File: src/rtl/rv32_encoder.sv
// rv32_encoder
//   Turns decoded-field descriptors back into RV32IM machine words and hands
//   them to an instruction-memory write port with sequential word addresses.
//   Illegal descriptors are consumed without emitting a word and are counted.
//   A HALT descriptor emits HALT_WORD and ends the program.
//
// Ports
//   clk, rst        clock, synchronous active-high reset
//   start           one-cycle pulse that begins a program (IDLE or DONE)
//   in_valid/ready  descriptor handshake
//   in_class        0 OPIMM, 1 OP, 2 LUI, 3 AUIPC, 4 JAL, 5 JALR, 6 BRANCH,
//                   7 STORE, 8 LOAD, 9 HALT, 10-15 illegal
//   in_funct3       funct3 field
//   in_alt          funct7=0100000 variant (SUB/SRA/SRAI)
//   in_mext         funct7=0000001 (M extension, OP class only)
//   in_rd/rs1/rs2   register numbers
//   in_imm          immediate in natural bit positions
//   out_valid/ready output word handshake
//   out_word        encoded instruction
//   out_addr        address of out_word
//   done            program finished and the last word has drained
//   err             sticky illegal-descriptor flag
//   err_count       illegal descriptors seen, saturating at 255

module rv32_encoder #(
  parameter int unsigned       ADDR_W    = 32,
  parameter logic [ADDR_W-1:0] BASE_ADDR = '0,
  parameter logic [31:0]       HALT_WORD = 32'h00000073
) (
  input  logic              clk,
  input  logic              rst,
  input  logic              start,
  input  logic              in_valid,
  output logic              in_ready,
  input  logic [3:0]        in_class,
  input  logic [2:0]        in_funct3,
  input  logic              in_alt,
  input  logic              in_mext,
  input  logic [4:0]        in_rd,
  input  logic [4:0]        in_rs1,
  input  logic [4:0]        in_rs2,
  input  logic [31:0]       in_imm,
  output logic              out_valid,
  input  logic              out_ready,
  output logic [31:0]       out_word,
  output logic [ADDR_W-1:0] out_addr,
  output logic              done,
  output logic              err,
  output logic [7:0]        err_count
);

  localparam logic [1:0] ST_IDLE = 2'd0;
  localparam logic [1:0] ST_RUN  = 2'd1;
  localparam logic [1:0] ST_DONE = 2'd2;

  localparam logic [3:0] CLS_OPIMM  = 4'd0;
  localparam logic [3:0] CLS_OP     = 4'd1;
  localparam logic [3:0] CLS_LUI    = 4'd2;
  localparam logic [3:0] CLS_AUIPC  = 4'd3;
  localparam logic [3:0] CLS_JAL    = 4'd4;
  localparam logic [3:0] CLS_JALR   = 4'd5;
  localparam logic [3:0] CLS_BRANCH = 4'd6;
  localparam logic [3:0] CLS_STORE  = 4'd7;
  localparam logic [3:0] CLS_LOAD   = 4'd8;
  localparam logic [3:0] CLS_HALT   = 4'd9;

  localparam logic [6:0] OPC_OPIMM  = 7'b0010011;
  localparam logic [6:0] OPC_OP     = 7'b0110011;
  localparam logic [6:0] OPC_LUI    = 7'b0110111;
  localparam logic [6:0] OPC_AUIPC  = 7'b0010111;
  localparam logic [6:0] OPC_JAL    = 7'b1101111;
  localparam logic [6:0] OPC_JALR   = 7'b1100111;
  localparam logic [6:0] OPC_BRANCH = 7'b1100011;
  localparam logic [6:0] OPC_STORE  = 7'b0100011;
  localparam logic [6:0] OPC_LOAD   = 7'b0000011;

  localparam logic [6:0] F7_ZERO = 7'b0000000;
  localparam logic [6:0] F7_ALT  = 7'b0100000;
  localparam logic [6:0] F7_MEXT = 7'b0000001;

  logic [1:0]        state_q, state_d;
  logic [ADDR_W-1:0] pc_q, pc_d;
  logic              out_valid_q, out_valid_d;
  logic [31:0]       out_word_q, out_word_d;
  logic [ADDR_W-1:0] out_addr_q, out_addr_d;
  logic              err_q, err_d;
  logic [7:0]        err_count_q, err_count_d;
  logic              restart_q, restart_d;

  logic [31:0] enc_word;
  logic        enc_legal;
  logic        enc_halt;
  logic        accept;
  logic        out_free;

  // Immediate range checks: each format's immediate must be the sign
  // extension of its top encoded bit, otherwise bits would be silently lost.
  logic imm_i_ok, imm_b_ok, imm_j_ok, imm_u_ok, shamt_ok, is_shift;
  logic [6:0] op_funct7;

  assign imm_i_ok  = (in_imm[31:11] == {21{in_imm[11]}});
  assign imm_b_ok  = (in_imm[31:12] == {20{in_imm[12]}}) && !in_imm[0];
  assign imm_j_ok  = (in_imm[31:20] == {12{in_imm[20]}}) && !in_imm[0];
  assign imm_u_ok  = (in_imm[11:0] == 12'd0);
  assign shamt_ok  = (in_imm[31:5] == 27'd0);
  assign is_shift  = (in_funct3 == 3'b001) || (in_funct3 == 3'b101);
  assign op_funct7 = in_mext ? F7_MEXT : (in_alt ? F7_ALT : F7_ZERO);

  // Handshake: the output register is free when empty or draining this cycle,
  // so a new descriptor may be taken in the same cycle the old word leaves.
  assign out_free = !out_valid_q || out_ready;
  assign in_ready = (state_q == ST_RUN) && out_free;
  assign accept   = in_valid && in_ready;

  // Field packing and legality for the descriptor currently on the input.
  always_comb begin
    enc_word  = 32'd0;
    enc_legal = 1'b0;
    enc_halt  = 1'b0;
    case (in_class)
      CLS_OPIMM: begin
        if (is_shift) begin
          enc_word  = {in_alt ? F7_ALT : F7_ZERO, in_imm[4:0], in_rs1, in_funct3, in_rd, OPC_OPIMM};
          enc_legal = shamt_ok && (!in_alt || (in_funct3 == 3'b101));
        end else begin
          enc_word  = {in_imm[11:0], in_rs1, in_funct3, in_rd, OPC_OPIMM};
          enc_legal = imm_i_ok && !in_alt;
        end
      end
      CLS_OP: begin
        enc_word  = {op_funct7, in_rs2, in_rs1, in_funct3, in_rd, OPC_OP};
        enc_legal = !(in_alt && in_mext) &&
                    !(in_alt && (in_funct3 != 3'b000) && (in_funct3 != 3'b101));
      end
      CLS_LUI: begin
        enc_word  = {in_imm[31:12], in_rd, OPC_LUI};
        enc_legal = imm_u_ok;
      end
      CLS_AUIPC: begin
        enc_word  = {in_imm[31:12], in_rd, OPC_AUIPC};
        enc_legal = imm_u_ok;
      end
      CLS_JAL: begin
        enc_word  = {in_imm[20], in_imm[10:1], in_imm[11], in_imm[19:12], in_rd, OPC_JAL};
        enc_legal = imm_j_ok;
      end
      CLS_JALR: begin
        enc_word  = {in_imm[11:0], in_rs1, in_funct3, in_rd, OPC_JALR};
        enc_legal = imm_i_ok && (in_funct3 == 3'b000);
      end
      CLS_BRANCH: begin
        enc_word  = {in_imm[12], in_imm[10:5], in_rs2, in_rs1, in_funct3,
                     in_imm[4:1], in_imm[11], OPC_BRANCH};
        enc_legal = imm_b_ok && (in_funct3 != 3'b010) && (in_funct3 != 3'b011);
      end
      CLS_STORE: begin
        enc_word  = {in_imm[11:5], in_rs2, in_rs1, in_funct3, in_imm[4:0], OPC_STORE};
        enc_legal = imm_i_ok && (in_funct3 <= 3'b010);
      end
      CLS_LOAD: begin
        enc_word  = {in_imm[11:0], in_rs1, in_funct3, in_rd, OPC_LOAD};
        enc_legal = imm_i_ok && (in_funct3 != 3'b011) &&
                    (in_funct3 != 3'b110) && (in_funct3 != 3'b111);
      end
      CLS_HALT: begin
        enc_word  = HALT_WORD;
        enc_legal = 1'b1;
        enc_halt  = 1'b1;
      end
      default: begin
        enc_word  = 32'd0;
        enc_legal = 1'b0;
      end
    endcase
  end

  // Next-state logic for the program sequencer and the output register.
  // A start seen in DONE while the last word is still stalled is remembered
  // in restart_q so the pulse is not lost and the word completes first.
  always_comb begin
    state_d     = state_q;
    pc_d        = pc_q;
    out_valid_d = out_valid_q;
    out_word_d  = out_word_q;
    out_addr_d  = out_addr_q;
    err_d       = err_q;
    err_count_d = err_count_q;
    restart_d   = restart_q;

    if (out_valid_q && out_ready) begin
      out_valid_d = 1'b0;
    end

    if (accept) begin
      if (enc_legal) begin
        out_valid_d = 1'b1;
        out_word_d  = enc_word;
        out_addr_d  = pc_q;
        pc_d        = pc_q + ADDR_W'(4);
        if (enc_halt) begin
          state_d = ST_DONE;
        end
      end else begin
        err_d = 1'b1;
        if (err_count_q != 8'hFF) begin
          err_count_d = err_count_q + 8'd1;
        end
      end
    end

    case (state_q)
      ST_IDLE: begin
        if (start) begin
          state_d     = ST_RUN;
          pc_d        = BASE_ADDR;
          err_d       = 1'b0;
          err_count_d = 8'd0;
        end
      end
      ST_DONE: begin
        if (start || restart_q) begin
          if (out_free) begin
            state_d     = ST_RUN;
            pc_d        = BASE_ADDR;
            err_d       = 1'b0;
            err_count_d = 8'd0;
            restart_d   = 1'b0;
          end else begin
            restart_d = 1'b1;
          end
        end
      end
      default: begin
      end
    endcase
  end

  // State registers; reset discards any pending word.
  always_ff @(posedge clk) begin
    if (rst) begin
      state_q     <= ST_IDLE;
      pc_q        <= BASE_ADDR;
      out_valid_q <= 1'b0;
      out_word_q  <= 32'd0;
      out_addr_q  <= '0;
      err_q       <= 1'b0;
      err_count_q <= 8'd0;
      restart_q   <= 1'b0;
    end else begin
      state_q     <= state_d;
      pc_q        <= pc_d;
      out_valid_q <= out_valid_d;
      out_word_q  <= out_word_d;
      out_addr_q  <= out_addr_d;
      err_q       <= err_d;
      err_count_q <= err_count_d;
      restart_q   <= restart_d;
    end
  end

  assign out_valid = out_valid_q;
  assign out_word  = out_word_q;
  assign out_addr  = out_addr_q;
  assign err       = err_q;
  assign err_count = err_count_q;
  assign done      = (state_q == ST_DONE) && !out_valid_q;

endmodule

File: config.mk
export PLATFORM = sky130hd
export DESIGN_NAME = rv32_encoder
export DESIGN_NICKNAME = d
export VERILOG_FILES = /design/src/rtl/rv32_encoder.sv
export SDC_FILE = /design/constraint.sdc
export NUM_CORES = 1
export LEC_CHECK = 0
export CAP_MARGIN = 20
export CORE_MARGIN = 4
export CORE_UTILIZATION = 32
export DETAILED_ROUTE_END_ITERATION = 7
export SLEW_MARGIN = 20
export SYNTH_ARGS = -nofsm -noshare
export SYNTH_HDL_FRONTEND = slang
export SYNTH_SLANG_ARGS = --single-unit
File: constraint.sdc
create_clock -name clk -period 3.1 [get_ports clk]
set_input_delay 0.62 -clock clk [delete_from_list [all_inputs] [get_ports clk]]
set_output_delay 0.62 -clock clk [all_outputs]
set_load 0.005 [all_outputs]
* Yosys cells after proc, flatten, opt, wreduce, memory -nomap -nowiden
Cells that the tools add are included.
Cells by class: multiplexer cells 37, $add $sub $neg 2, reduce and logical (&&, ||, !) cells 37, $lt $le $gt $ge 1, equality and inequality tests 22
Operators by type and width (count):
- $pmux W32 S10 | 1
- $mux W32 | 6
- $pmux W32 S2 | 1
- $mux W8 | 6
- $add A32 B3 Y32 const B | 1
- $logic_not A27 Y1 | 1
- $eq A20 B20 Y1 | 1
- $eq A19 B19 Y1 | 1
- $logic_and A1 B1 Y1 | 19
- $eq A4 B3 Y1 const B | 4
- $pmux W8 S2 | 1
- $logic_not A12 Y1 | 1
- $mux W2 | 6
- $eq A11 B11 Y1 | 1
- $mux W1 | 11
- $ne A3 B3 Y1 const B | 3
- $pmux W1 S9 | 1
- $add A8 B1 Y8 const B | 1
- $eq A4 B2 Y1 const B | 2
- $eq A4 B4 Y1 const B | 2
- $ne A8 B8 Y1 const B | 1
- $mux W7 | 1
- $mux W6 | 1
- $ne A3 B2 Y1 const B | 2
- 16 further kinds | 24
Word-level totals: register bits 109, input port bits 61, output and inout port bits 76

* Longest topological paths before layout
depth in word-level cells 11, gate-level depth with buffers 12

* Worst setup path before layout
No wires, ideal clock.
path kind input to register, start input in_class[2], end register err_count_q[3] (netlist: err_count[3]), path buffers 3, path slack 0.400 ns, library setup time 0.118 ns, required time 2.982 ns, cell stages on the path 10, arrival 2.582 ns, cells stage by stage buf_4 > nor2_2 > and2_1 > buf_4 > nand4_1 > nand3_2 > or4b_1 > buf_2 > or4b_1 > mux2i_1
On the way: longest elaborated chain between the ends 8, elaborated cells between the ends (all ways) 18, classes of those cells eq/ne (9); mux (7); reduce/logical (2)
RTL lines:
- start: declaration | RTL line 35 | input logic [3:0] in_class,
- $eq A4 B2 Y1 | RTL line 120 | case (in_class)
- $reduce_or A2 Y1 (no source line)
- $pmux W1 S9 (*) | RTL line 120
- $mux W8 (*) | RTL line 195 | if (enc_legal) begin
- $mux W8 (*) | RTL line 194 | if (accept) begin
- $mux W8 | RTL line 222 | if (out_free) begin
- $mux W8 | RTL line 221 | if (start || restart_q) begin
- $pmux W8 S2 (*) | RTL line 211 | case (state_q)
- end signal: assignment | RTL line 256 | err_count_q <= err_count_d;
- end: declaration | RTL line 87 | logic [7:0] err_count_q, err_count_d;
Every way passes the cells marked *; elsewhere a longest branch is shown, timed or not. A chain may end at the register's enable or synchronous reset.

* Worst setup path in the final report
start input in_imm[26], end register err_count_q[3] (netlist: err_count[3])
On the way: longest elaborated chain between the ends 10, elaborated cells between the ends (all ways) 23, classes of those cells eq/ne (3); mux (8); reduce/logical (12)
RTL lines:
- start: declaration | RTL line 42 | input logic [31:0] in_imm,
- $eq A20 B20 Y1 / $eq A19 B19 Y1 (equally long branches) | RTL line 101, 102
- $logic_and A1 B1 Y1 (on tied branches) | RTL line 162, 102
- $logic_and A1 B1 Y1 (on tied branches) | RTL line 162, 154
- $logic_and A1 B1 Y1 (on tied branches) | RTL line 163, 154
- $pmux W1 S9 (*) | RTL line 120
- $mux W8 (*) | RTL line 195
- $mux W8 (*) | RTL line 194
- $mux W8 | RTL line 222
- $mux W8 | RTL line 221
- $pmux W8 S2 (*) | RTL line 211
Marked as above.

==> reports/metrics.yaml <==
status: "completed"
yosys_register_bits: 104
cp_cell_sequence: "clkdlybuf4s50_1, nor4_1, and3_1, a32oi_2, a211oi_4, buf_4, buf_4, or4b_4, or4b_1, mux2i_1"
cts.sink_count: 104
synth_compound_area_frac: 0.225
slowest_delay_ns: 0.56
synth_fa_ha_area_frac: 0.00732
num-nets-final: 900
min_period_ns: 3.03
drtAntennaViolNets: 0
rows: 46
avgViaCountPerCell: 5.31
m1WireLength_microns: 7600
die_h_microns: 135
wl_per_cell_microns: 16.7
cp_common_cell: "buf_4"
die_w_microns: 135
synth-edff-count: 0
post-dp-hpwl_microns: 12900
crit_required_ns: 3.34
dr.pass1.iters: 5
start_kind: "primary input"
syn_avg_cell_area_sq_um: 7.87
pwr-share-seq: 0.475
crit_buf_inv: 3
clock_path_buffers: 2
port_buffers: 134
post-route-drc-count: 0
synth_cell_types: 61
ys_seq_area_frac: 0.406
sw_frac_of_total: 0.265
rsz0062_at_grt: "yes"
switching_power_mw: 0.751
cts_made_buffers: 9
wl_met2_microns: 8530
power_density_nw_per_um2: 375
synthToLayoutAreaGrowth_pct: 47.3
synthCells: 651
clk_latency_ns: 0.36
final_area_sq_um: 7550
drive_above_1_share: 0.151
combinationalPowerShare: 0.119
grt_use_total: 0.193
routed_wl_microns: 17600
core_area_sq_um: 15800
async_flop_share: 0
cp_max_fo: 4
ir_drop_mv: 0.246
synth_top_family_by_area: "simple AND/OR/NAND/NOR gates"
grt-ovfl-total: 0
synthFlopType: "dfxtp_1"
p_leak_nw: 2.62
worst_setup_path_end_kind: "flip-flop"
grt_pass1_vias: 5459
synth_area_leaders: "dfxtp_1, a21oi_1, nand2_1"
synth-xor-area-share: 0.00513
synth-simple-area-share: 0.289
yosys_warnings: 0
tightestPinTransition_ns: 0.696
clock_skew_ns: 0.00660
dieArea_sq_um: 18100
htreeDepth: 3
max_freq_mhz: 330
netlist_area_sq_um: 5130
synth.top_cell.area_share: 0.406
routed.top_layer: "met4"
wl_met3_microns: 1140
cp.arrival_ns: 3.28
critPathKind: "in2reg"
power_mw: 2.83
place_area_sq_um: 7150
start_util: 0.325
gp_congestion: 0.871
slowest_stage: "or4b_1"
final.setup.worst_slack_ns: 0.0682
ios: 137
synth_mux_area_frac: 0.0103
p_int_mw: 2.08
dp_slack_ns: -0.579
clk_pin_slew_ns: 0.07
root_buffer: "clkbuf_16"
antenna_found_initial: 0
n_antenna_cell: 0
cts_tree: "done"
min_path_type: "reg2reg"
hold_viol_final: 0
grt_max_degree: 43
drv_cap: 0
vias: 5614
drv_slew: 0
grt_pass1_wl_microns: 28400
detail_route.iter0.violations: 506
yosysTopAreaCell: "dfxtp_1"
clock_power_share: 0.406
relSlewSlack: 0.531
setup_viol_count_final: 0
critical_path.top_delay_family: "simple AND/OR/NAND/NOR gates"
finalCritPeriodShare: 0.978
cell type report:
class | instances | area, sq um
Fill cell | 1517 | 8220
Clock buffer | 9 | 225
Multi-Input combinational cell | 486 | 2820
Tap cell | 216 | 270
Inverter | 13 | 48.8
Timing Repair Buffer | 222 | 2040
Clock inverter | 7 | 67.6
Sequential cell | 104 | 2080
flip-flops by register name, summed over array words and instances, names as in the netlist:
name       flops
out_valid      1
out_word      31
err_count      8
restart_q      1
out_addr      30
state_q        2
pc_q          30
err            1
timing repair:
action,4_1_cts,5_1_grt
pin swaps,1,4
endpoints found under the hold margin,0,0
gates cloned,1,0
buffers inserted,0,4
hold buffers,0,0
endpoints found under the setup margin,54,61
gates resized for setup,4,11
power by group through the flow:
stage	Combinational (mW)	Sequential [mW]	Clock [mW]
2_1_floorplan	0.127	1.38	0
3_3_place_gp	0.327	1.38	0
3_5_place_dp	0.330	1.38	0
4_1_cts	0.334	1.34	1.17
5_1_grt	0.364	1.35	1.23
6_report	0.337	1.34	1.15
cells by family after synthesis:
kind of cell | Yosys count
buf+inv | 63
xor+xnor | 3
compound gates | 179
simple gates | 293
flops | 104
fa+ha+maj | 3
mux | 5
other cells | 1
per-layer routing:
layer,GRT usage,vias up
met5,0,-
met4,0.0650,0
met3,0.0514,29
met2,0.327,165
met1,0.240,2664
li1,-,2756
cells in the final DEF, fill, tap and decap left out, types with 8 or more instances in the layout:
master,instances
buf_4,86
or4_1,10
nand3_1,19
a221oi_1,18
nand2_1,99
nor2_1,50
nand4_1,11
dfxtp_1,104
or3_1,17
o21ai_0,26
clkbuf_16,9
and3_1,9
clkdlybuf4s50_1,126
a21oi_1,81
inv_1,12
a22o_1,8
nor3_1,29
o31ai_1,10
a211oi_1,8
synth_stat cells, types with 11 or more instances:
library cell / instances
nand3_1: 19
nor2_1: 50
clkbuf_1: 32
nor3_1: 29
or3_1: 17
nand4_1: 11
dfxtp_1: 104
a221oi_1: 19
nand2_1: 99
o21ai_0: 27
inv_1: 13
a21oi_1: 81
path summary, 6_finish.rpt:
path | from | endpoint | slack (ns) | cells after the start
setup / recovery | in_imm[26] | err_count[3]$_SDFF_PP0_ | 0.07 | 10
hold / removal | out_addr[6]$_SDFFE_PP0P_ | out_addr[6]$_SDFFE_PP0P_ | 0.45 | 2
setup reg to reg | pc_q[9]$_SDFF_PP0_ | pc_q[31]$_SDFF_PP0_ | 0.50 | 7
hold reg to reg | out_addr[6]$_SDFFE_PP0P_ | out_addr[6]$_SDFFE_PP0P_ | 0.45 | 2
per-stage QoR:
step	util	cells	setup TNS, ns	hold WS, ns
2_1_floorplan	-	652	0	0.437
3_5_place_dp	0.453	1036	-37.05	0.448
6_report	0.479	1057	0	0.454
5_1_grt	0.479	1057	-0.0213	0.478
3_3_place_gp	0.453	1036	-30.13	0.442
4_1_cts	0.474	1053	0	0.459
worst min-delay path, cell delays in order (launching register included):
cell and delay [ns]:
dfxtp_1 0.31, nand2_1 0.05, a21oi_1 0.05
Note: power is estimated with default switching activity, not from simulation.
